--- src/rtl/pc_fetch_unit.sv ---
// Instruction fetch unit: PC register plus a four-state fetch FSM with a single outstanding
// memory request. Define PC_MISALIGN_TRAP_EN to reject misaligned redirects and flag them.
module pc_fetch_unit #(
  parameter logic [31:0] RESET_VECTOR = 32'h0000_0000
) (
  input  logic        clk,
  input  logic        rst_n,
  input  logic [31:0] pcplus4,
  input  logic        stall,
  input  logic        redirect_valid,
  input  logic [31:0] redirect_target,
  input  logic        imem_ready,
  input  logic        imem_rvalid,
  input  logic [31:0] imem_rdata,
  output logic [31:0] pc,
  output logic        imem_req,
  output logic [31:0] imem_addr,
  output logic        instr_valid,
  output logic [31:0] instr,
  output logic [31:0] instr_pc,
  output logic        misalign_err
);

  typedef enum logic [1:0] {
    S_IDLE = 2'd0,
    S_REQ  = 2'd1,
    S_WAIT = 2'd2,
    S_HOLD = 2'd3
  } state_e;

  state_e      state_q;
  logic [31:0] pc_q;
  logic        discard_q;
  logic        instr_valid_q;
  logic [31:0] instr_q;
  logic [31:0] instr_pc_q;
  logic        misalign_q;

  logic        redir_take;
  logic        misalign_hit;
  logic [31:0] redir_pc;

`ifdef PC_MISALIGN_TRAP_EN
  assign misalign_hit = redirect_valid && (redirect_target[1:0] != 2'b00);
  assign redir_take   = redirect_valid && !misalign_hit;
  assign redir_pc     = redirect_target;
`else
  assign misalign_hit = 1'b0;
  assign redir_take   = redirect_valid;
  assign redir_pc     = redirect_target & 32'hFFFF_FFFC;
`endif

  always_ff @(posedge clk or negedge rst_n) begin
    if (!rst_n) begin
      state_q       <= S_IDLE;
      pc_q          <= RESET_VECTOR;
      discard_q     <= 1'b0;
      instr_valid_q <= 1'b0;
      instr_q       <= 32'h0;
      instr_pc_q    <= 32'h0;
      misalign_q    <= 1'b0;
    end else begin
      misalign_q <= misalign_hit;
      // Consumer took the instruction; a capture below on the same edge overrides this.
      if (instr_valid_q && !stall) begin
        instr_valid_q <= 1'b0;
      end
      if (misalign_hit) begin
        instr_valid_q <= 1'b0;
      end

      if (redir_take) begin
        pc_q          <= redir_pc;
        instr_valid_q <= 1'b0;
        case (state_q)
          S_REQ: begin
            if (imem_ready) begin
              // The old-address request is already issued; its response must be dropped.
              state_q   <= S_WAIT;
              discard_q <= 1'b1;
            end else begin
              state_q <= S_REQ;
            end
          end
          S_WAIT: begin
            if (imem_rvalid) begin
              state_q   <= S_REQ;
              discard_q <= 1'b0;
            end else begin
              discard_q <= 1'b1;
            end
          end
          default: state_q <= S_REQ;
        endcase
      end else begin
        case (state_q)
          S_IDLE: state_q <= S_REQ;
          S_REQ: begin
            if (imem_ready) begin
              state_q <= S_WAIT;
            end
          end
          S_WAIT: begin
            if (imem_rvalid) begin
              if (discard_q) begin
                discard_q <= 1'b0;
                state_q   <= S_REQ;
              end else begin
                instr_q       <= imem_rdata;
                instr_pc_q    <= pc_q;
                pc_q          <= pcplus4;
                instr_valid_q <= 1'b1;
                state_q       <= stall ? S_HOLD : S_REQ;
              end
            end
          end
          S_HOLD: begin
            if (!stall) begin
              state_q <= S_REQ;
            end
          end
          default: state_q <= S_IDLE;
        endcase
      end
    end
  end

  assign pc           = pc_q;
  assign imem_req     = (state_q == S_REQ);
  assign imem_addr    = pc_q;
  assign instr_valid  = instr_valid_q;
  assign instr        = instr_q;
  assign instr_pc     = instr_pc_q;
  assign misalign_err = misalign_q;

endmodule

--- config.mk ---
export PLATFORM = sky130hd
export DESIGN_NAME = pc_fetch_unit
export DESIGN_NICKNAME = d
export VERILOG_FILES = /design/src/rtl/pc_fetch_unit.sv
export SDC_FILE = /design/constraint.sdc
export NUM_CORES = 1
export LEC_CHECK = 0
export ABC_CLOCK_PERIOD_IN_PS = 2200
export CAP_MARGIN = 25
export CORE_ASPECT_RATIO = 1.25
export CORE_UTILIZATION = 40
export DETAILED_ROUTE_END_ITERATION = 8
export PLACE_DENSITY = 0.81
export SLEW_MARGIN = 15
export SYNTH_ARGS = -nofsm -noshare
export SYNTH_HDL_FRONTEND = slang
export SYNTH_SLANG_ARGS = --single-unit
--- constraint.sdc ---
create_clock -name clk -period 2.2 [get_ports clk]
set_input_delay 0.44 -clock clk [delete_from_list [all_inputs] [get_ports clk]]
set_output_delay 0.44 -clock clk [all_outputs]
set_load 0.02 [all_outputs]
==> PnR_summary.wiki, run 1 <==
{| class="wikitable"
! Metric !! Value
|-
| Post-Syn Nets || between 400 and 500
|-
| Run status || complete, no violations
|-
| Total detailed-routing wirelength || 10740 um
|-
| Final Skew || between 0.007 and 0.008 ns
|-
| Area of all placed cells without fillers || a little under 7000 um^2
|-
| Pwr/cell area || about 1100 nW/um^2
|-
| Startpoint-to-endpoint class of the critical path || reg2reg
|-
| Slowest cell on crit path || sky130_fd_sc_hd__dfrtp_1
|-
| Antenna violations before repair || 0
|-
| Clock Path Buffers || 2
|-
| TritonCTS clock tree || done
|-
| Placed Cells || 661
|-
| Required time of the worst setup path || between 2 and 2.5 ns
|-
| Global-route congestion overflow total || 0
|-
| Worst path cell trace || inv_1 > ha_1 > nand2_1 > nor3_4 > buf_12 > mux2_2
|-
| Max H-tree Level || 3
|-
| Number of clock sinks seen by CTS || 100
|-
| Most frequent standard cell in the layout excluding fill and tap cells || sky130_fd_sc_hd__clkdlybuf4s50_1
|-
| Summed negative setup slack over all endpoints || 0 ns
|-
| Post-route antenna net violation count || 0
|-
| Detail-routed net length per standard cell || 15.86 um
|-
| Gate Count Post-Synth || roughly 340
|-
| Number of synthesized register bits || 100
|-
| Count of TritonRoute iterations in the first routing pass || 4
|-
| Part of the total power dissipated in combinational logic || 0.439
|-
| Post-route DRC violation count || 0
|-
| DIE WIDTH || between 90 and 100 um
|-
| Netlist area before placement || roughly 4500 um^2
|-
| Via count || ~3300
|-
| Via density per instance || approximately 4.9
|-
| Number of nets in the finished design || between 600 and 700
|-
| Placed wire-length estimate after detailed placement || between 7000 and 8000 um
|-
| DIE AREA || between 10000 and 15000 um^2
|-
| Starting density of the core || 0.4153
|-
| WL met1 || between 4000 and 5000 um
|-
| Switching power of the nets || around 2.6 mW
|-
| Clk slew on worst S/H paths || around 0.07 ns
|-
| Number of rows in the core area || 42
|-
| Sequential power share || 0.370
|-
| Final setup fails || 0
|-
| Pin count of the biggest net entering global routing || 66
|-
| Overall track demand over capacity in global routing || 0.1888
|-
| Minimum clock period after layout || slightly below 2 ns
|-
| Final period util || 0.8732
|-
| Setup crit end kind || flop
|-
| Worst IR drop on VDD || roughly 690 uV
|-
| Buf/Inv on CP || 2
|-
| Diode insertion count for antenna repair || 0
|-
| DR WL met2 || 5588 um
|-
| Hold Slack || between 0.02 and 0.025 ns
|-
| Clock latency at the later pin of the worst-skew pair || 0.34 ns
|-
| Count of hold buffers inserted by post-cts repair || 0
|-
| Max Fanout on Critical Path || 65
|-
| Number of port buffers || 229
|-
| Post-route non-filler standard cell count || between 600 and 700
|-
| Uppermost layer routed || met4
|-
| Fraction of layout cells with a size suffix above 1 || 0.07523
|-
| Hold Crit Class || in2async
|-
| GP Congestion || just over 0.7
|-
| Number of flops mapped to enable cells by yosys || 0
|-
| Internal power component || about 5 mW
|-
| Met3 wire len || between 800 and 900 um
|-
| Core outline area || roughly 11000 um^2
|-
| Cell taking the most area after synthesis || sky130_fd_sc_hd__dfrtp_1
|-
| Initial drt markers || 65
|-
| Count of cell types in the netlist || 29
|-
| Floorplan die height || about 120 um
|-
| Sequential share of the synthesized area || 0.5621
|-
| Clk root buf || sky130_fd_sc_hd__clkbuf_16
|-
| Syn Area/Cell || 12.94 um^2
|-
| Synth area leaders || sky130_fd_sc_hd__dfrtp_1, sky130_fd_sc_hd__mux2_1, sky130_fd_sc_hd__mux2i_1
|-
| Flip-flop cell with the highest count after synthesis || sky130_fd_sc_hd__dfrtp_1
|-
| Maximum clock rate || 0.5206 GHz
|-
| Worst R2R Path Depth || 6
|-
| Number of pins with negative max-slew slack in the final report || 0
|-
| Destination of the worst register-to-register timing path || instr[28]$_DFFE_PN0P_
|-
| Total leakage power || between 3 and 4 nW
|-
| Final hold violation count || 0
|-
| Critical Path AT || around 2.1 ns
|-
| Crit path launch type || flop
|-
| Number of buffers added by the clock tree synthesis step || 9
|-
| Number of warnings issued by yosys || 0
|-
| Area growth from synthesis to layout || 54.97%
|-
| Worst Setup SP || state_q[0]$_DFFE_PN0P_
|-
| Highest-count cells in the layout ignoring fill and taps || sky130_fd_sc_hd__clkdlybuf4s50_1, sky130_fd_sc_hd__dfrtp_1, sky130_fd_sc_hd__mux2_1
|-
| Number of global-route vias before repair || 3448
|-
| RSZ-0062 raised after global routing || no
|-
| Clk pwr share || 0.191
|-
| IO Pins || 233
|-
| # Max-Cap Violations || 0
|-
| Setup slack of the critical path after layout || roughly 0.28 ns
|-
| Cell area after placement || ~6600 um^2
|-
| Share of synthesized flip-flops with an asynchronous set or reset || 1.000
|-
| Fraction of synthesized cell area taken by the top area cell type || 0.5621
|-
| Kind of cell adding the most delay to the critical path || flip-flops
|-
| Largest stage delay on the critical path || about 0.46 ns
|-
| Reg2reg start || state_q[0]$_DFFE_PN0P_
|-
| Worst setup timing slack at the placement stage || approximately 0.027 ns
|-
| Register-to-register path setup slack || 0.28 ns
|-
| Sw Ratio || 0.3459
|-
| Filler Cell Count || roughly 860
|-
| Global-route wire length before repair || 16640 um
|}
[power groups by stage]
stage	clock network (mW)	logic, mW	registers, mW
5_1_grt	1.58	3.55	2.92
6_report	1.46	3.36	2.83
3_5_place_dp	0	3.40	2.87
3_3_place_gp	0	3.33	2.82
2_1_floorplan	0	0.972	3.55
4_1_cts	1.51	3.41	2.84
[metrics by stage]
stage	util	power, mW
final	0.6436	7.645
after global routing	0.6436	8.051
after CTS	0.6436	7.755
after detailed placement	0.6180	6.271
after global placement	0.6180	6.151
after floorplan	-	4.525
[per-layer routing]
layer,vias up,global-route usage
met1,1614,0.2124
li1,1547,-
met5,-,0
met4,0,0.07537
met2,139,0.3373
met3,16,0.04309
[how the worst max path moves through the flow]
| stage | end | slack, ns | cells past startpoint |
|---|---|---|---|
| floorplan | instr_pc[10]$_DFFE_PN0P_ | 0.58 | 7 |
| global placement | instr[29]$_DFFE_PN0P_ | 0.09 | 5 |
| detailed placement | instr[28]$_DFFE_PN0P_ | 0.03 | 5 |
| CTS | imem_req | 0.27 | 3 |
| global route | instr[28]$_DFFE_PN0P_ | 0.16 | 6 |
| finish | instr[28]$_DFFE_PN0P_ | 0.28 | 6 |
[synth_stat cells (2+ instances only)]
master and count:
sky130_fd_sc_hd__mux2_1 49, sky130_fd_sc_hd__ha_1 5, sky130_fd_sc_hd__inv_1 3, sky130_fd_sc_hd__buf_2 2, sky130_fd_sc_hd__nand2_1 33, sky130_fd_sc_hd__mux2_2 15
sky130_fd_sc_hd__dfrtp_1 100, sky130_fd_sc_hd__buf_6 8, sky130_fd_sc_hd__mux2i_1 33, sky130_fd_sc_hd__a31oi_1 2, sky130_fd_sc_hd__nand2b_1 2, sky130_fd_sc_hd__nor2_1 3
sky130_fd_sc_hd__o21ai_0 31, sky130_fd_sc_hd__nand3b_1 2, sky130_fd_sc_hd__a21oi_1 3, sky130_fd_sc_hd__clkbuf_1 6, sky130_fd_sc_hd__buf_4 35
[cells by family (layout without fill, tap and decap cells)]
kind of cell	count (synthesis)	in the layout	synth area share
flops	100	100	0.5621
mux	97	97	0.2361
buf+inv	54	255	0.08909
simple gates	47	47	0.04919
compound gates	40	40	0.04862
fa+ha+maj	5	5	0.01405
other cells	1	1	0.0008424
[what timing repair did]
| action | 4_1_cts | 5_1_grt |
|---|---|---|
| resized for setup | 1 | 0 |
| setup buffers | 0 | 0 |
| setup endpoints to repair | 1 | 0 |
[state kept, by name (all words and copies together), names as in the netlist]
| register | cells |
|---|---|
| discard_q | 1 |
| state_q | 2 |
| instr | 32 |
| imem_addr | 32 |
| instr_valid | 1 |
| instr_pc | 32 |
[final cells by class]
type	count	area (um^2)	share of cell area
inverter	3	11.26	0.001632
clock inverter	6	46.29	0.006710
tap	132	165.2	0.02394
clock buffer	10	229.0	0.03319
multi-input combinational	190	1559	0.2260
timing repair buffer	236	2386	0.3458
sequential	100	2502	0.3627
Power figures use the tool's default switching activity.
==> run 2, diff against run 1 <==
- CORE_MARGIN: unset -> 2
==> PnR_summary.wiki, run 2 (synthesis gave the netlist of run 1 again) <==
{| class="wikitable"
! Metric !! Value
|-
| Minimum clock period after layout || 1.915 ns
|-
| Critical Path AT || 1.47 ns
|-
| Count of TritonRoute iterations in the first routing pass || 6
|-
| Maximum clock rate || ~0.52 GHz
|-
| Floorplan die height || about 120 um
|-
| Post-route antenna net violation count || 0
|-
| Diode insertion count for antenna repair || 0
|-
| Worst path cell trace || clkdlybuf4s50_1
|-
| Number of clock sinks seen by CTS || 100
|-
| Global-route wire length before repair || between 15000 and 20000 um
|-
| Area growth from synthesis to layout || 55.54%
|-
| Post-route DRC violation count || 0
|-
| Final period util || 0.8703
|-
| TritonCTS clock tree || done
|-
| Number of nets in the finished design || between 600 and 700
|-
| Slowest cell on crit path || sky130_fd_sc_hd__clkdlybuf4s50_1
|-
| Clock Path Buffers || 2
|-
| Hold Crit Class || in2async
|-
| Number of global-route vias before repair || between 3000 and 4000
|-
| # Max-Cap Violations || 0
|-
| Fraction of layout cells with a size suffix above 1 || 0.07509
|-
| Final setup fails || 0
|-
| Initial drt markers || between 100 and 150
|-
| Buf/Inv on CP || 1
|-
| Clk slew on worst S/H paths || ~0.060 ns
|-
| Cell area after placement || around 6600 um^2
|-
| Placed wire-length estimate after detailed placement || 8379 um
|-
| Kind of cell adding the most delay to the critical path || buffers and inverters
|-
| Setup crit end kind || primary output
|-
| Number of buffers added by the clock tree synthesis step || 9
|-
| IO Pins || between 200 and 250
|-
| Max Fanout on Critical Path || 4
|-
| Overall track demand over capacity in global routing || 0.1868
|-
| Total leakage power || between 3 and 4 nW
|-
| Antenna violations before repair || 0
|-
| Run status || complete, no violations
|-
| Number of port buffers || about 230
|-
| Startpoint-to-endpoint class of the critical path || reg2out
|-
| Pwr/cell area || approximately 1100 nW/um^2
|-
| Max H-tree Level || 3
|-
| Total detailed-routing wirelength || ~11000 um
|-
| Largest stage delay on the critical path || around 0.66 ns
|-
| Highest-count cells in the layout ignoring fill and taps || sky130_fd_sc_hd__clkdlybuf4s50_1, sky130_fd_sc_hd__dfrtp_1, sky130_fd_sc_hd__mux2_1
|-
| Pin count of the biggest net entering global routing || between 50 and 60
|-
| Clk root buf || sky130_fd_sc_hd__clkbuf_16
|-
| Crit path launch type || flop
|-
| Worst IR drop on VDD || between 500 and 600 uV
|-
| Core outline area || between 10000 and 15000 um^2
|-
| Area of all placed cells without fillers || roughly 6900 um^2
|-
| Detail-routed net length per standard cell || around 16 um
|-
| Final Skew || 0.009229 ns
|-
| Required time of the worst setup path || approximately 1.8 ns
|-
| Global-route congestion overflow total || 0
|-
| Filler Cell Count || 851
|-
| Number of rows in the core area || 43
|-
| Final hold violation count || 0
|-
| Starting density of the core || 0.4056
|-
| Summed negative setup slack over all endpoints || 0 ns
|-
| Via count || 3330
|-
| Most frequent standard cell in the layout excluding fill and tap cells || sky130_fd_sc_hd__clkdlybuf4s50_1
|-
| DIE WIDTH || just under 100 um
|-
| Number of pins with negative max-slew slack in the final report || 0
|-
| GP Congestion || 0.8012
|-
| Via density per instance || about 4.9
|-
| RSZ-0062 raised after global routing || no
|-
| Clock latency at the later pin of the worst-skew pair || about 0.34 ns
|-
| DIE AREA || about 12000 um^2
|}
run 2: cell type report:
cell class                 count  area, um^2  share of cell area
clock buffer                  11       232.7             0.03361
clock inverter                 5       52.55            0.007589
timing repair buffer         237        2397              0.3462
sequential                   100        2502              0.3614
inverter                       3       11.26            0.001626
multi-input combinational    190        1559              0.2252
tap                          135       168.9             0.02439
run 2: final timing paths:
| kind | from | to | slack [ns] | cells after the start |
|---|---|---|---|---|
| setup reg to reg | state_q[0]$_DFFE_PN0P_ | instr[22]$_DFFE_PN0P_ | 0.33 | 6 |
| hold reg to reg | instr_pc[30]$_DFFE_PN0P_ | instr_pc[30]$_DFFE_PN0P_ | 0.49 | 1 |
| setup / recovery | imem_addr[23]$_DFFE_PN0P_ | imem_addr[23] | 0.29 | 1 |
| max in group asynchronous | rst_n | instr_pc[0]$_DFFE_PN0P_ | 1.57 | 2 |
| hold / removal | rst_n | instr[25]$_DFFE_PN0P_ | 0.07 | 1 |
| min in group clk | instr_pc[30]$_DFFE_PN0P_ | instr_pc[30]$_DFFE_PN0P_ | 0.49 | 1 |
run 2: through the flow:
step                utilization  worst slack [ns]  power (mW)  hold WS [ns]  cells
floorplan                     -            0.5804       4.525        0.1444    344
global placement         0.6047            0.1300       6.163        0.4328    665
detailed placement       0.6047            0.1023       6.272        0.4448    665
CTS                      0.6306          0.001450       7.824       0.08129    681
global route             0.6309            0.2355       8.126        0.1050    681
finish                   0.6309            0.2853       7.724       0.07473    681
run 2: repair_timing:
| action | in CTS | in global routing |
|---|---|---|
| setup endpoints to repair | 0 | 1 |
| hold buffers | 0 | 0 |
| resized for setup | 0 | 1 |
| buffers inserted | 0 | 0 |
run 2: per-layer routing:
metal	vias to the layer above	part of all wire	global-route usage
li1	1539	-	-
met1	1632	0.38	0.2190
met2	139	0.54	0.3384
met3	20	0.059	0.03270
met4	0	0.023	0.07534
met5	-	0	0
run 2: report_power, final:
group / internal, mW / switching (mW) / leakage, nW / total [mW]
Sequential: 2.46 / 0.369 / 1.26 / 2.83
Clock: 0.877 / 0.646 / 0.139 / 1.52
Combinational: 1.78 / 1.60 / 1.79 / 3.38
Total: 5.11 / 2.62 / 3.20 / 7.72
==> run 3, diff against run 2 <==
- HOLD_SLACK_MARGIN: unset -> 0.15
==> PnR_summary.wiki, run 3 (synthesis gave the netlist of run 1 again) <==
{| class="wikitable"
! Metric !! Value
|-
| Clock Path Buffers || 2
|-
| Max Fanout on Critical Path || 4
|-
| Fraction of layout cells with a size suffix above 1 || 0.07495
|-
| Core outline area || 10980 um^2
|-
| Area occupied by registers || 2502 um^2
|-
| Worst IR drop on VDD || about 530 uV
|-
| Global-route congestion overflow total || 0
|-
| Number of global-route vias before repair || ~3500
|-
| Total leakage power || roughly 3.2 nW
|-
| Final setup fails || 0
|-
| Diode insertion count for antenna repair || 0
|-
| Cell area after placement || 6636 um^2
|-
| Startpoint-to-endpoint class of the critical path || reg2out
|-
| Highest-count cells in the layout ignoring fill and taps || sky130_fd_sc_hd__clkdlybuf4s50_1, sky130_fd_sc_hd__dfrtp_1, sky130_fd_sc_hd__mux2_1
|-
| Clock latency at the later pin of the worst-skew pair || roughly 0.34 ns
|-
| Floorplan die height || about 120 um
|-
| Initial drt markers || around 120
|-
| Placed Cells || between 600 and 700
|-
| DIE AREA || about 12000 um^2
|-
| Post-route antenna net violation count || 0
|-
| Area of all placed cells without fillers || just under 7000 um^2
|-
| Most frequent standard cell in the layout excluding fill and tap cells || sky130_fd_sc_hd__clkdlybuf4s50_1
|-
| Minimum clock period after layout || approximately 1.9 ns
|-
| Required time of the worst setup path || between 1.5 and 2 ns
|-
| Run status || complete, no violations
|-
| Largest stage delay on the critical path || 0.66 ns
|-
| Number of clock sinks seen by CTS || 100
|-
| GP Congestion || between 0.8 and 0.9
|-
| Post-route DRC violation count || 0
|-
| Part of the total power dissipated in combinational logic || 0.437
|-
| Area growth from synthesis to layout || 55.76%
|-
| Hold Crit Class || reg2reg
|-
| Via count || between 3000 and 4000
|-
| Switching power of the nets || approximately 2.6 mW
|-
| Buf/Inv on CP || 1
|-
| Hold Slack || approximately 0.49 ns
|-
| Starting density of the core || 0.4056
|-
| Crit path launch type || flop
|-
| Sequential power share || 0.366
|-
| Kind of cell adding the most delay to the critical path || buffers and inverters
|-
| Worst path cell trace || clkdlybuf4s50_1
|-
| Footprint of the multi-input gates || 1559 um^2
|-
| Final period util || 0.8702
|-
| Clk slew on worst S/H paths || about 0.060 ns
|-
| Critical Path AT || ~1.5 ns
|-
| Number of rows in the core area || between 40 and 50
|-
| Number of nets in the finished design || roughly 650
|-
| IO Pins || ~230
|-
| Internal power component || 5.110 mW
|-
| Setup slack of the critical path after layout || between 0.2 and 0.3 ns
|-
| Placed wire-length estimate after detailed placement || 8379 um
|-
| Clk root buf || sky130_fd_sc_hd__clkbuf_16
|-
| Pin count of the biggest net entering global routing || 53
|-
| Post-layout total power || roughly 7.7 mW
|-
| Pwr/cell area || ~1100 nW/um^2
|-
| Clk pwr share || 0.197
|-
| # Max-Cap Violations || 0
|-
| Post-route non-filler standard cell count || a little under 700
|-
| RSZ-0062 raised after global routing || no
|-
| Antenna violations before repair || 0
|-
| Count of TritonRoute iterations in the first routing pass || 6
|-
| Number of pins with negative max-slew slack in the final report || 0
|-
| Max H-tree Level || 3
|-
| Slowest cell on crit path || sky130_fd_sc_hd__clkdlybuf4s50_1
|-
| Total detailed-routing wirelength || 11160 um
|-
| Post-CTS setup buffers || 0
|-
| TritonCTS clock tree || done
|-
| Via density per instance || 4.875
|-
| Final hold violation count || 0
|-
| DIE WIDTH || approximately 98 um
|-
| Worst setup timing slack at the placement stage || a little over 0.1 ns
|-
| Detail-routed net length per standard cell || between 15 and 20 um
|-
| Sw Ratio || 0.3385
|-
| Number of port buffers || 229
|-
| Filler Cell Count || roughly 850
|-
| Final core occ || 0.6318
|-
| Global-route wire length before repair || between 15000 and 20000 um
|-
| Maximum clock rate || between 0.5 and 0.6 GHz
|-
| Overall track demand over capacity in global routing || 0.1867
|-
| Final Skew || about 0.009 ns
|-
| Setup crit end kind || primary output
|-
| Summed negative setup slack over all endpoints || 0 ns
|-
| Number of buffers added by the clock tree synthesis step || 9
|}
## run 3: routing by layer
layer  GRT usage  up-vias  wire (um)
li1            -     1541          -
met3     0.03270       20        653
met1      0.2186     1627       4261
met4     0.07534        0        252
met5           0        -          0
met2      0.3384      137       5989
## run 3: path summary, 6_finish.rpt
path | startpoint | end | slack (ns) | cells past startpoint
max | imem_addr[23]$_DFFE_PN0P_ | imem_addr[23] | 0.29 | 1
min | instr_pc[30]$_DFFE_PN0P_ | instr_pc[30]$_DFFE_PN0P_ | 0.49 | 1
max reg2reg | state_q[0]$_DFFE_PN0P_ | instr[22]$_DFFE_PN0P_ | 0.33 | 6
min reg2reg | instr_pc[30]$_DFFE_PN0P_ | instr_pc[30]$_DFFE_PN0P_ | 0.49 | 1
max in group asynchronous | rst_n | instr_pc[0]$_DFFE_PN0P_ | 1.03 | 3
min in group asynchronous | rst_n | instr[25]$_DFFE_PN0P_ | 0.62 | 2
## run 3: timing repair
item | in CTS | in global routing
setup endpoints to repair | 0 | 1
gates resized for setup | 0 | 1
hold buffers | 1 | 0
hold endpoints to repair | 34 | 0
## run 3: worst reg2reg max path, stage by stage, from the launching register on
cell	delay, ns
sky130_fd_sc_hd__dfrtp_1	0.44
sky130_fd_sc_hd__inv_1	0.11
sky130_fd_sc_hd__ha_1	0.18
sky130_fd_sc_hd__nand2_1	0.11
sky130_fd_sc_hd__nor3_4	0.19
sky130_fd_sc_hd__buf_12	0.31
sky130_fd_sc_hd__mux2_1	0.40
## run 3: final cells by class
| type | instances | area share |
|---|---|---|
| Sequential cell | 100 | 0.3609 |
| Timing Repair Buffer | 238 | 0.3472 |
| Multi-Input combinational cell | 190 | 0.2248 |
| Clock buffer | 11 | 0.03356 |
| Tap cell | 135 | 0.02436 |
| Clock inverter | 5 | 0.007578 |
| Inverter | 3 | 0.001624 |
## run 3: power groups by stage
stage / logic (mW) / registers (mW) / clock network [mW]
after floorplan: 0.972 / 3.55 / 0
after global placement: 3.34 / 2.82 / 0
after detailed placement: 3.41 / 2.86 / 0
after CTS: 3.43 / 2.83 / 1.57
after global routing: 3.56 / 2.92 / 1.65
final: 3.38 / 2.83 / 1.52
